<file path="config.mk">
export PLATFORM = sky130hd
export DESIGN_NAME = i2c_target_regfile
export DESIGN_NICKNAME = d
export VERILOG_FILES = /design/src/rtl/i2c_target_regfile.sv
export SDC_FILE = /design/constraint.sdc
export NUM_CORES = 1
export LEC_CHECK = 0
export BUFFER_PORTS_ARGS = -buffer_cell sky130_fd_sc_hd__buf_2
export CAP_MARGIN = 10
export CORE_ASPECT_RATIO = 1.4
export CORE_MARGIN = 1
export CORE_UTILIZATION = 25
export DETAILED_ROUTE_END_ITERATION = 8
export GPL_ROUTABILITY_DRIVEN = 0
export PLACE_DENSITY_LB_ADDON = 0.08
export RECOVER_POWER = 50
export SLEW_MARGIN = 20
export SYNTH_ARGS = -nofsm -noshare
export SYNTH_HDL_FRONTEND = slang
export SYNTH_SLANG_ARGS = --single-unit
</file>
<file path="constraint.sdc">
create_clock -name clk_i -period 12.3 [get_ports clk_i]
set_input_delay 1.845 -clock clk_i [delete_from_list [all_inputs] [get_ports clk_i]]
set_output_delay 1.845 -clock clk_i [all_outputs]
set_load 0.01 [all_outputs]
</file>
<file path="src/rtl/i2c_target_regfile.sv">
// I2C target with a byte-wide register file: pointer byte then data bytes with
// auto-increment, open-drain SDA, host-side access port and bus event pulses.
module i2c_target_regfile #(
    parameter logic [6:0] SLAVE_ADDRESS = 7'h44,
    parameter int         DEPTH         = 16,
    parameter bit         GEN_CALL_EN   = 1'b1,
    parameter int         FILTER_LEN    = 3
) (
    input  logic                     clk_i,
    input  logic                     rst_i,
    input  logic                     scl_i,
    input  logic                     sda_i,
    output logic                     sda_o,
    input  logic [$clog2(DEPTH)-1:0] host_addr_i,
    input  logic                     host_we_i,
    input  logic [7:0]               host_wdata_i,
    output logic [7:0]               host_rdata_o,
    output logic                     start_o,
    output logic                     stop_o,
    output logic                     bus_wr_o,
    output logic                     busy_o
);
    localparam int         AW        = $clog2(DEPTH);
    localparam logic [2:0] FILT_LAST = 3'(FILTER_LEN - 1);

    typedef enum logic [3:0] {
        IDLE, ADDR, ADDR_ACK, PTR, PTR_ACK, WDATA, WDATA_ACK, RDATA, RDATA_ACK
    } state_t;

    // bit 1 = SCL, bit 0 = SDA
    logic [1:0] pin_raw;
    logic [1:0] filt;
    logic [1:0] filt_prev_reg;

    assign pin_raw = {scl_i, sda_i};

    genvar gi;
    generate
        for (gi = 0; gi < 2; gi++) begin : g_filter
            logic       sync1_reg;
            logic       sync2_reg;
            logic       filt_reg;
            logic [2:0] cnt_reg;

            // Filtered level only follows after FILTER_LEN consecutive differing samples
            always_ff @(posedge clk_i or posedge rst_i) begin
                if (rst_i) begin
                    sync1_reg <= 1'b1;
                    sync2_reg <= 1'b1;
                    filt_reg  <= 1'b1;
                    cnt_reg   <= '0;
                end else begin
                    sync1_reg <= pin_raw[gi];
                    sync2_reg <= sync1_reg;
                    if (sync2_reg == filt_reg) begin
                        cnt_reg <= '0;
                    end else if (cnt_reg == FILT_LAST) begin
                        filt_reg <= sync2_reg;
                        cnt_reg  <= '0;
                    end else begin
                        cnt_reg <= cnt_reg + 3'd1;
                    end
                end
            end

            assign filt[gi] = filt_reg;
        end
    endgenerate

    logic scl_f, sda_f, scl_p, sda_p;
    logic scl_rise, scl_fall, start_det, stop_det;

    assign scl_f     = filt[1];
    assign sda_f     = filt[0];
    assign scl_p     = filt_prev_reg[1];
    assign sda_p     = filt_prev_reg[0];
    assign scl_rise  = scl_f & ~scl_p;
    assign scl_fall  = ~scl_f & scl_p;
    assign start_det = scl_f & scl_p & sda_p & ~sda_f;
    assign stop_det  = scl_f & scl_p & ~sda_p & sda_f;

    logic [7:0]    regs_reg [DEPTH];

    state_t        state_reg, state_next;
    logic [2:0]    bit_cnt_reg, bit_cnt_next;
    logic [7:0]    shift_reg, shift_next;
    logic [AW-1:0] ptr_reg, ptr_next;
    logic          sda_reg, sda_next;
    logic          ack_rise_reg, ack_rise_next;
    logic          rw_reg, rw_next;
    logic          nack_reg, nack_next;
    logic          start_reg, stop_reg, bus_wr_reg, busy_reg;
    logic [7:0]    host_rdata_reg;

    logic          bus_we;
    logic          byte_done;
    logic          addr_match;
    logic [7:0]    rx_byte;
    logic [7:0]    rd_byte;

    assign rx_byte    = {shift_reg[6:0], sda_f};
    assign rd_byte    = regs_reg[ptr_reg];
    assign byte_done  = scl_rise && (bit_cnt_reg == 3'd7);
    assign addr_match = (rx_byte[7:1] == SLAVE_ADDRESS) ||
                        (GEN_CALL_EN && (rx_byte[7:1] == 7'd0) && !rx_byte[0]);

    always_comb begin
        state_next    = state_reg;
        bit_cnt_next  = bit_cnt_reg;
        shift_next    = shift_reg;
        ptr_next      = ptr_reg;
        sda_next      = sda_reg;
        ack_rise_next = ack_rise_reg;
        rw_next       = rw_reg;
        nack_next     = nack_reg;
        bus_we        = 1'b0;

        // Bus conditions override any bit-level activity in every state
        if (stop_det) begin
            state_next   = IDLE;
            sda_next     = 1'b1;
            bit_cnt_next = '0;
        end else if (start_det) begin
            state_next   = ADDR;
            sda_next     = 1'b1;
            bit_cnt_next = '0;
        end else begin
            case (state_reg)
                IDLE: begin
                end
                ADDR, PTR, WDATA: begin
                    if (scl_rise) begin
                        shift_next   = rx_byte;
                        bit_cnt_next = bit_cnt_reg + 3'd1;
                    end
                    if (byte_done) begin
                        ack_rise_next = 1'b0;
                        if (state_reg == ADDR) begin
                            rw_next    = rx_byte[0];
                            state_next = addr_match ? ADDR_ACK : IDLE;
                        end else if (state_reg == PTR) begin
                            ptr_next   = rx_byte[AW-1:0];
                            state_next = PTR_ACK;
                        end else begin
                            bus_we     = 1'b1;
                            ptr_next   = ptr_reg + AW'(1);
                            state_next = WDATA_ACK;
                        end
                    end
                end
                ADDR_ACK, PTR_ACK, WDATA_ACK: begin
                    // First fall drives the ACK, the fall after the ACK clock ends it
                    if (scl_fall) begin
                        if (!ack_rise_reg) begin
                            sda_next = 1'b0;
                        end else begin
                            sda_next     = 1'b1;
                            bit_cnt_next = '0;
                            if (state_reg == ADDR_ACK && rw_reg) begin
                                state_next = RDATA;
                                shift_next = {rd_byte[6:0], 1'b0};
                                sda_next   = rd_byte[7];
                            end else if (state_reg == ADDR_ACK) begin
                                state_next = PTR;
                            end else begin
                                state_next = WDATA;
                            end
                        end
                    end else if (scl_rise) begin
                        ack_rise_next = 1'b1;
                    end
                end
                RDATA: begin
                    if (scl_fall) begin
                        sda_next   = shift_reg[7];
                        shift_next = {shift_reg[6:0], 1'b0};
                    end
                    if (scl_rise) begin
                        bit_cnt_next = bit_cnt_reg + 3'd1;
                    end
                    if (byte_done) begin
                        ack_rise_next = 1'b0;
                        state_next    = RDATA_ACK;
                    end
                end
                RDATA_ACK: begin
                    if (scl_fall) begin
                        if (!ack_rise_reg) begin
                            sda_next = 1'b1;
                        end else if (nack_reg) begin
                            sda_next   = 1'b1;
                            state_next = IDLE;
                        end else begin
                            state_next   = RDATA;
                            bit_cnt_next = '0;
                            shift_next   = {rd_byte[6:0], 1'b0};
                            sda_next     = rd_byte[7];
                        end
                    end else if (scl_rise && !ack_rise_reg) begin
                        ack_rise_next = 1'b1;
                        nack_next     = sda_f;
                        ptr_next      = ptr_reg + AW'(1);
                    end
                end
                default: begin
                    state_next = IDLE;
                    sda_next   = 1'b1;
                end
            endcase
        end
    end

    always_ff @(posedge clk_i or posedge rst_i) begin
        if (rst_i) begin
            filt_prev_reg  <= 2'b11;
            state_reg      <= IDLE;
            bit_cnt_reg    <= '0;
            shift_reg      <= '0;
            ptr_reg        <= '0;
            sda_reg        <= 1'b1;
            ack_rise_reg   <= 1'b0;
            rw_reg         <= 1'b0;
            nack_reg       <= 1'b0;
            start_reg      <= 1'b0;
            stop_reg       <= 1'b0;
            bus_wr_reg     <= 1'b0;
            busy_reg       <= 1'b0;
            host_rdata_reg <= '0;
        end else begin
            filt_prev_reg  <= filt;
            state_reg      <= state_next;
            bit_cnt_reg    <= bit_cnt_next;
            shift_reg      <= shift_next;
            ptr_reg        <= ptr_next;
            sda_reg        <= sda_next;
            ack_rise_reg   <= ack_rise_next;
            rw_reg         <= rw_next;
            nack_reg       <= nack_next;
            start_reg      <= start_det;
            stop_reg       <= stop_det;
            bus_wr_reg     <= bus_we;
            if (stop_det) begin
                busy_reg <= 1'b0;
            end else if (start_det) begin
                busy_reg <= 1'b1;
            end
            host_rdata_reg <= regs_reg[host_addr_i];
        end
    end

    // The bus write is issued last so it wins a same-index collision with the host
    always_ff @(posedge clk_i or posedge rst_i) begin
        if (rst_i) begin
            for (int i = 0; i < DEPTH; i++) begin
                regs_reg[i] <= '0;
            end
        end else begin
            if (host_we_i) begin
                regs_reg[host_addr_i] <= host_wdata_i;
            end
            if (bus_we) begin
                regs_reg[ptr_reg] <= rx_byte;
            end
        end
    end

    assign sda_o        = sda_reg;
    assign host_rdata_o = host_rdata_reg;
    assign start_o      = start_reg;
    assign stop_o       = stop_reg;
    assign bus_wr_o     = bus_wr_reg;
    assign busy_o       = busy_reg;

endmodule

</file>
Word level (Yosys, flattened, before mapping)
Cells that the tools add are included.
{ "word_totals": {"register_bits": 177, "word_cells": 215, "out_inout_bits": 13, "inputBits": 17} }
{ "op_classes": {"n_bitwise": 18, "eq_ne": 40, "n_addsub": 4, "magnitude_cmp": 4, "n_reduce_logical": 30, "n_mux": 81} }
{ "op_table": {"columns": ["cell", "n"], "rows": [
  ["$bwmux 128", 2],
  ["$mux 128", 2],
  ["$mux 8", 14],
  ["$bmux 8 s4", 2],
  ["$demux 8 s4", 2],
  ["$mux 4", 13],
  ["$mux 3", 16],
  ["$ne 4x4->1 const B", 8],
  ["$pmux 8 s4", 1],
  ["$ne 2x2->1 const B", 14],
  ["$mux 1", 22],
  ["$reduce_and 7->1", 3],
  ["$pmux 4 s5", 1],
  ["$eq 4x3->1 const B", 4],
  ["$reduce_and 11->1", 1],
  ["$ge 5x5->1 const B", 2],
  ["$lt 5x1->1 const B", 2],
  ["$not 4->5", 2],
  ["$reduce_and 5->1", 2],
  ["$add 3x1->3 const B", 3],
  ["$not 1->1", 9],
  ["$pmux 3 s3", 1],
  ["$eq 4x2->1 const B", 2],
  ["$pmux 4 s2", 1],
  ["29 further kinds", 48]
]} }

Longest topological paths before layout
{ "logic_depth": {"depth_word": 10, "depth_mapped": 9, "depth_no_buf": 7} }

Least setup slack after synthesis
No wires, ideal clock.
{ "synth_timing": {"kind": "in2reg", "startpoint": "input host_addr_i[0]", "endpoint": "register host_rdata_reg[0] (netlist: host_rdata_o[0])", "setup_ns": 0.138, "path_slack_ns": 8.910, "t_arrival_ns": 3.251, "stages": 4, "t_required_ns": 12.162, "path_buffers": 2, "cell_sequence": "buf_2 > buf_2 > mux4_2 > mux4_2"} }
{ "synth_via": {"elab_chain_len": 4} }
{ "synth_lines": {"columns": ["element", "line", "rtl"], "rows": [
  ["from (decl)", "14", "input logic [$clog2(DEPTH)-1:0] host_addr_i,"],
  ["$not 4->5 (implied by the code)", "247", "host_rdata_reg <= regs_reg[host_addr_i];"],
  ["$bmux 8 s4", "247", null],
  ["$mux 8 (implied by the code) (2 in a row)", "247", null],
  ["to (signal assigned)", "247", null],
  ["to (decl)", "93", "logic [7:0] host_rdata_reg;"]
]} }
Every way passes these cells. The select of a mux whose other input is x is not followed.
A chain may end at the register's enable or synchronous reset.

==> impl_metrics.toml <==
[status]
outcome = "finished with violations"
violations = "capacitance limit, slew limit"

[worst_hold_path]
holdPathEnd = "g_filter[1].sync2_reg"
hp-class = "reg2reg"
hold_path_depth = 0
worstHoldStart = "g_filter[1].sync1_reg"

[clocking]
cts-resized-gates = 0
postCtsHoldBufs = 0
path_clk_slew_ns = 0.06
cts-root-buf = "clkbuf_16"
cts_setup_buffers = 0
cts_tree = "done"
cts_max_level = 4
worstSkewPairLatency_ns = 0.46
ctsLongestPathBuffers = 2
numCtsBuffers = 17
cts_sinks = 177

[yosys]
synth-edff-count = 0
yosysSeqAreaShare = 0.4211
synth_cell_types = 57
mappedNetlistArea_sq_mm = 0.01054
syn_inst = 1016
syn_nets = 1039
synthFlopType = "dfrtp_1"
avgSynthCellArea_sq_um = 10.38
synthArstFlopShare = 1.000
ys.warnings.count = 0
synth-seq-cells = 177

[critical_path]
reg2reg_depth = 5
crit_path_end_kind = "asynchronous set/reset pin"
critPathRequiredTime_ns = 12.15
start_kind = "input port"
r2r_start = "ptr_reg[1]"
worst_ep_arrival_time_ns = 6.50
regToRegSetupSlack_ns = 6.67
cp_max_fo = 79
critPathKind = "in2async"
reg2reg_to = "regs_reg[64]"

[finish]
drive_gt1_frac = 0.1513
final_nets = 1030
largest_reg_flops = 128
syn_to_final_growth_pct = 11.05
diodes = 0
fill_cells = 4371
final_cell_mix = "mux2i_1, dfrtp_1, nand2_1"
stdcell_count = 1558
layout_commonest_cell = "mux2i_1"

[placement]
hpwlAfterDp_um = 26150
pre_cts_ws_ns = 8.168
numPlacedInstances = 1528
port_buffers = 29

[floorplanning]
die-area_sq_mm = 0.04301
die_y_um = 245.0
io_pins = 30
fp-row-count = 88
die-width_um = 175.6
coreArea_sq_mm = 0.04140
initial_utilization = 0.2547

[global_routing]
grt_use_total = 0.1931
grt_pass1_wl_um = 58910
antenna_found_initial = 0
grt_pass1_vias = 8039
overflow = 0
grt_max_degree = 80

[timing]
setup_viol = 0
fmax_ghz = 0.1503
fin_tns_setup_ns = 0
final.setup_skew_ns = 0.01322
rsz0062_at_grt = "no"
slew_violations = 251
finalCritPeriodShare = 0.5409
hold_ws_ns = 0.3556
worst_pin_slew_ns = 3.878
relSlewSlack = -1.585
setup_ws_ns = 5.647
period_needed_ns = 6.653
hold_violations = 0

[detailed_routing]
drcViolationCount = 0
drt-total-wl_um = 39790
wl_per_cell_um = 25.54
drtIter0Drc = 479
firstDrtPassIters = 5
via_count = 7826
viasPerCell = 5.023
ant_nets = 0

[run]
drv_cap = 5

[power]
p_leak_nw = 4.347
ir_drop_v = 0.00009357
power.density_mw_per_mm2 = 153.2
power.total_w = 0.001794
area by class of cell:
cell class	count	area [sq um]	share of cell area
Sequential cell	177	4441	0.3792
Tap cell	540	675.6	0.05770
Inverter	11	42.54	0.003633
Timing Repair Buffer	55	315.3	0.02693
Multi-Input combinational cell	745	5677	0.4848
Clock inverter	5	52.55	0.004488
Clock buffer	25	505.5	0.04317
worst max path at each step:
stage                     depth (start not counted)      endpoint  slack [ns]            from
after CTS                                         6  regs_reg[86]        8.66  host_addr_i[0]
after global placement                            6  regs_reg[22]        8.20  host_addr_i[0]
after floorplan                                   1  ack_rise_reg        5.67           rst_i
after global routing                              3  regs_reg[96]        4.49           rst_i
final                                             3  regs_reg[96]        5.65           rst_i
after detailed placement                          6  regs_reg[86]        8.17  host_addr_i[0]
kinds of logic after synthesis:
logic type,count (synthesis),synth area share
XOR/XNOR,6,0.004985
multiplexers,245,0.2863
buffers and inverters,94,0.03963
AO/OA/AOI/OAI,215,0.1180
AND/OR/NAND/NOR,272,0.1219
flip-flops,177,0.4211
adder cells (fa/ha/maj),7,0.008069
critical path: stages:
cell and delay [ns]:
buf_2 0.10, clkinvlp_2 2.08, clkbuf_1 2.38
power by group:
group	total [W]	switching (W)	internal (W)	leakage, nW
Combinational	0.000384	0.000199	0.000184	2.04
Sequential	0.000859	0.000142	0.000718	2.03
Clock	0.000551	0.000248	0.000303	0.275
routing by layer:
layer | up-vias | part of all wire | track usage
met5 | - | 0 | 0
met4 | 0 | 0.026 | 0.07621
met3 | 45 | 0.027 | 0.02308
met2 | 148 | 0.53 | 0.3461
met1 | 3976 | 0.42 | 0.2326
li1 | 3657 | - | -
per-stage QoR:
step                        util  instance area [sq um]
after detailed placement  0.2706                  11200
after global routing      0.2828                  11710
after CTS                 0.2841                  11760
after global placement    0.2705                  11200
after floorplan                -                  10540
final                     0.2828                  11710
cell usage after synthesis (9+ instances only):
cell type | instances | area share
inv_1 | 11 | 0.0039
clkbuf_1 | 36 | 0.013
nand2b_1 | 9 | 0.0053
nor3_1 | 9 | 0.0043
nand3b_1 | 9 | 0.0064
o21ai_0 | 137 | 0.065
nor2_1 | 28 | 0.010
buf_2 | 42 | 0.020
a21oi_1 | 16 | 0.0076
nand2_1 | 159 | 0.057
dfstp_2 | 9 | 0.022
a22oi_1 | 27 | 0.019
mux2_2 | 13 | 0.014
nand4_1 | 12 | 0.0071
mux4_2 | 44 | 0.094
nor2_2 | 9 | 0.0053
dfrtp_1 | 168 | 0.40
mux2i_1 | 188 | 0.18
nor2b_1 | 9 | 0.0053
No activity file was read; power rests on OpenSTA's default activity.
